[src/rtl/fetch_sequencer.sv]
// Non-pipelined fetch controller: one instruction in flight from imem request to writeback retire.
// Latency: best case 4 cycles/instr; imem_req and imem_addr hold until granted, instr held until accepted.
module fetch_sequencer #(
  parameter logic [31:0] RESET_ADDR = 32'h00000000
) (
  input  logic        clk,
  input  logic        rst,
  input  logic [31:0] next_pc,
  input  logic        pc_update,
  output logic        imem_req,
  output logic [31:0] imem_addr,
  input  logic        imem_gnt,
  input  logic        imem_rvalid,
  input  logic [31:0] imem_rdata,
  output logic        instr_valid,
  input  logic        instr_ready,
  output logic [31:0] instr,
  output logic [31:0] instr_pc,
  output logic        fetch_fault,
  output logic [31:0] instret
);

  localparam logic [31:0] NOP = 32'h00000013;

  typedef enum logic [2:0] {
    S_REQ,
    S_WAIT,
    S_DISPATCH,
    S_RETIRE,
    S_FAULT
  } state_t;

  state_t      state_q;
  logic [31:0] pc_q;
  logic [31:0] instr_q;
  logic [31:0] instr_pc_q;
  logic        valid_q;
  logic        fault_q;
  logic        req_q;
  logic [31:0] instret_q;
  logic [31:0] instret_d;

  assign instret_d = instret_q + 32'd1;

  always_ff @(posedge clk) begin
    if (rst) begin
      state_q    <= S_REQ;
      pc_q       <= RESET_ADDR;
      instr_q    <= NOP;
      instr_pc_q <= RESET_ADDR;
      valid_q    <= 1'b0;
      fault_q    <= 1'b0;
      req_q      <= 1'b1;
      instret_q  <= 32'd0;
    end else begin
      case (state_q)
        S_REQ: begin
          if (imem_gnt) begin
            req_q   <= 1'b0;
            state_q <= S_WAIT;
          end
        end
        S_WAIT: begin
          if (imem_rvalid) begin
            instr_q    <= imem_rdata;
            instr_pc_q <= pc_q;
            valid_q    <= 1'b1;
            state_q    <= S_DISPATCH;
          end
        end
        S_DISPATCH: begin
          if (instr_ready) begin
            valid_q <= 1'b0;
            state_q <= S_RETIRE;
          end
        end
        S_RETIRE: begin
          if (pc_update) begin
            pc_q      <= next_pc;
            instret_q <= instret_d;
            // A misaligned target parks the core; pc keeps the bad address for debug.
            if (next_pc[1:0] != 2'b00) begin
              fault_q <= 1'b1;
              state_q <= S_FAULT;
            end else begin
              req_q   <= 1'b1;
              state_q <= S_REQ;
            end
          end
        end
        S_FAULT: begin
          state_q <= S_FAULT;
        end
        default: begin
          req_q   <= 1'b1;
          state_q <= S_REQ;
        end
      endcase
    end
  end

  // Gated with rst so no request leaks out while reset is still held.
  assign imem_req    = req_q & ~rst;
  assign imem_addr   = pc_q;
  assign instr_valid = valid_q;
  assign instr       = instr_q;
  assign instr_pc    = instr_pc_q;
  assign fetch_fault = fault_q;
  assign instret     = instret_q;

endmodule

[config.mk]
export PLATFORM = sky130hd
export DESIGN_NAME = fetch_sequencer
export DESIGN_NICKNAME = d
export VERILOG_FILES = /design/src/rtl/fetch_sequencer.sv
export SDC_FILE = /design/constraint.sdc
export NUM_CORES = 1
export LEC_CHECK = 0
export CORE_MARGIN = 2
export CORE_UTILIZATION = 43
export CTS_CLUSTER_SIZE = 16
export DETAILED_ROUTE_END_ITERATION = 7
export MAX_ROUTING_LAYER = met4
export PLACE_DENSITY = 0.79
export SYNTH_ARGS = -nofsm -noshare
export SYNTH_HDL_FRONTEND = slang
export SYNTH_SLANG_ARGS = --single-unit
[constraint.sdc]
create_clock -name clk -period 2.6 [get_ports clk]
set_input_delay 0.39 -clock clk [delete_from_list [all_inputs] [get_ports clk]]
set_output_delay 0.39 -clock clk [all_outputs]
set_load 0.02 [all_outputs]
==> impl_metrics.env <==
export IMPL_status="completed"
export IMPL_irDropWorstVdd_uv=403
export IMPL_ys_seq_area_share_pct=52.9
export IMPL_gr_total_overflow=0
export IMPL_die_h_um=113
export IMPL_tightest_slew_ps=651
export IMPL_clockBufferDepth=2
export IMPL_min_delay_path_class="in2reg"
export IMPL_crit_required_ps=2900
export IMPL_cts_resized=0
export IMPL_wl_per_cell_um=14.9
export IMPL_antenna_found_initial=0
export IMPL_firstDrtPassIters=4
export IMPL_synth_nets=704
export IMPL_critical_path_class="reg2reg"
export IMPL_die_w_um=113
export IMPL_ys_warn_count=0
export IMPL_portBuffers=200
export IMPL_netlist_area_leader_share_pct=52.9
export IMPL_drtIter0Drc=298
export IMPL_cts_sinks=134
export IMPL_synth_most_common_cell="nand2_1"
export IMPL_worstSkewPairLatency_ps=420
export IMPL_yosysUniqueCellTypes=34
export IMPL_drc=0
export IMPL_slew_violations=0
export IMPL_finalCritPeriodShare_pct=86.1
export IMPL_r2r_end="instret[31]"
export IMPL_cp_end_kind="register"
export IMPL_avgViaCountPerCell=5.20
export IMPL_core_um2=11500
export IMPL_hold_violations=0
export IMPL_synthTopCellsByArea="dfxtp_1 53%, nand2_1 15%, a21oi_1 12%"
export IMPL_grt_pass1_vias=4870
export IMPL_cts_buffers=17
export IMPL_dp_final_hpwl_mm=9.91
export IMPL_grt_start_max_net_pins=66
export IMPL_synth_edf_count=0
export IMPL_tns_ps=0
export IMPL_diodes=0
export IMPL_crit_fanout=17
export IMPL_rsz0062_at_grt="false"
export IMPL_start_util_pct=44.2
export IMPL_clk_root_buffer_cell="clkbuf_16"
export IMPL_crit_end="instret[31]"
export IMPL_syn2layout_area_growth_pct=52.9
export IMPL_gr_usage_all_layers_pct=23.3
export IMPL_cp_start_kind="register"
export IMPL_drtAntennaViolNets=0
export IMPL_syn_instance_count=633
export IMPL_fin_util_pct=67.6
export IMPL_period_needed_ps=2240
export IMPL_syn_avg_cell_area_um2=8.01
export IMPL_power_density_nw_per_um2=625
export IMPL_reg2reg_depth=4
export IMPL_vias=5057
export IMPL_io_pins=201
export IMPL_drv_cap=0
export IMPL_layout_nets=887
export IMPL_synth_flop_cell="dfxtp_1"
export IMPL_floorplan_rows=39
export IMPL_yosys_register_bits=134
export IMPL_yosys_top_cells_count="209 x nand2_1, 134 x dfxtp_1, 120 x a21oi_1, 40 x clkbuf_1, 16 x or4_1"
export IMPL_post_place_ws_ps=68.3
export IMPL_die_area_um2=12700
export IMPL_hold_path_depth=2
export IMPL_postCtsSetupBuffers=0
export IMPL_p_leak_nw=2.57
export IMPL_cts_hold_buffers_added=0
export IMPL_holdWs_ps=355
export IMPL_synth_cell_area_um2=5070
export IMPL_max_freq_mhz=447
export IMPL_cts_tree="yes"
export IMPL_totalWireLength_mm=14.5
export IMPL_synth_largest_area_cell="dfxtp_1"
export IMPL_skew_ps=7.29
export IMPL_clk_pin_slew_ps=50
export IMPL_crit_start="instret[15]"
export IMPL_fin_ws_ps=362
export IMPL_synth_async_reset_ratio_pct=0
export IMPL_grt_first_pass_wirelength_mm=23.3
export IMPL_arrival_ps=2540
export IMPL_gp_congestion=0.853
export IMPL_relSlewSlack_pct=56.6
export IMPL_ff2ff_setup_slack_ps=360
export IMPL_drive_gt1_share_pct=5.55
export IMPL_cts_htree_levels=4
export IMPL_reg2reg_from="instret[15]"
export IMPL_setup_viol=0
==> cell families after synthesis <==
| group | synth area share, % |
|---|---|
| fa+ha+maj | 0.247 |
| mux | 0.420 |
| simple gates | 25.4 |
| buf+inv | 4.24 |
| xor+xnor | 1.38 |
| flops | 52.9 |
| compound gates | 15.4 |
==> routing by layer <==
layer	track usage [%]	part of all wire [%]	vias to the layer above
met4	10.1	2.4	0
met1	26.8	41	2359
met2	39.3	51	167
li1	-	-	2503
met5	-	0	-
met3	4.97	5.6	28
==> stage by stage <==
| step | instances | power [mW] | cell area (um2) |
|---|---|---|---|
| 6_report | 972 | 4.85 | 7750 |
| 3_3_place_gp | 940 | 2.50 | 7160 |
| 4_1_cts | 972 | 4.89 | 7750 |
| 2_1_floorplan | 633 | 2.31 | 5070 |
| 5_1_grt | 972 | 5.01 | 7750 |
| 3_5_place_dp | 940 | 2.51 | 7160 |
==> how the worst min path moves through the flow <==
stage,from,to,slack [ps]
after floorplan,req_q,req_q,500
after global placement,fetch_fault,fetch_fault,440
after detailed placement,instr[22],instr[22],450
after CTS,rst,instret[2],350
after global routing,rst,instret[28],380
final,rst,instret[2],350
==> final cells by class <==
cell class,count,area (um2)
Clock buffer,24,502
Clock inverter,8,95.1
Fill cell,953,3710
Inverter,6,22.5
Multi-Input combinational cell,446,2180
Sequential cell,134,2680
Tap cell,143,179
Timing Repair Buffer,211,2090
==> power breakdown <==
part,switching [mW],internal (mW)
clock,0.852,1.53
combinational,0.173,0.179
sequential,0.0256,2.09
==> critical path, stage by stage, from the launching register on <==
cell and delay, ps:
dfxtp_1 450, nand4_1 190, or4_1 760, nor4_1 360, mux2_2 370
==> state kept, by name, summed over array words and instances (netlist names) <==
register / count
imem_addr: 32
state_q: 3
instr_valid: 1
instret: 32
instr_pc: 32
fetch_fault: 1
req_q: 1
instr: 32
==> cell usage in the layout, fill, tap and decap left out, drive strengths merged, types with 2 or more instances in the layout <==
cell	synthesis	final
nor2b	3	3
nand2	209	209
or4	17	17
nand3b	5	5
nor4	2	2
nor2	14	14
bufinv	0	2
xnor2	6	6
and4	3	3
clkdlybuf4s50	0	199
dfxtp	134	134
buf	7	12
or3	8	8
clkbuf	40	24
clkinv	0	4
clkinvlp	0	2
nor3	7	7
o21ai	9	9
xor2	2	2
o31ai	14	14
nand3	8	8
inv	6	6
nand4	8	8
a21oi	120	120
Note: power is estimated with default switching activity, not from simulation.
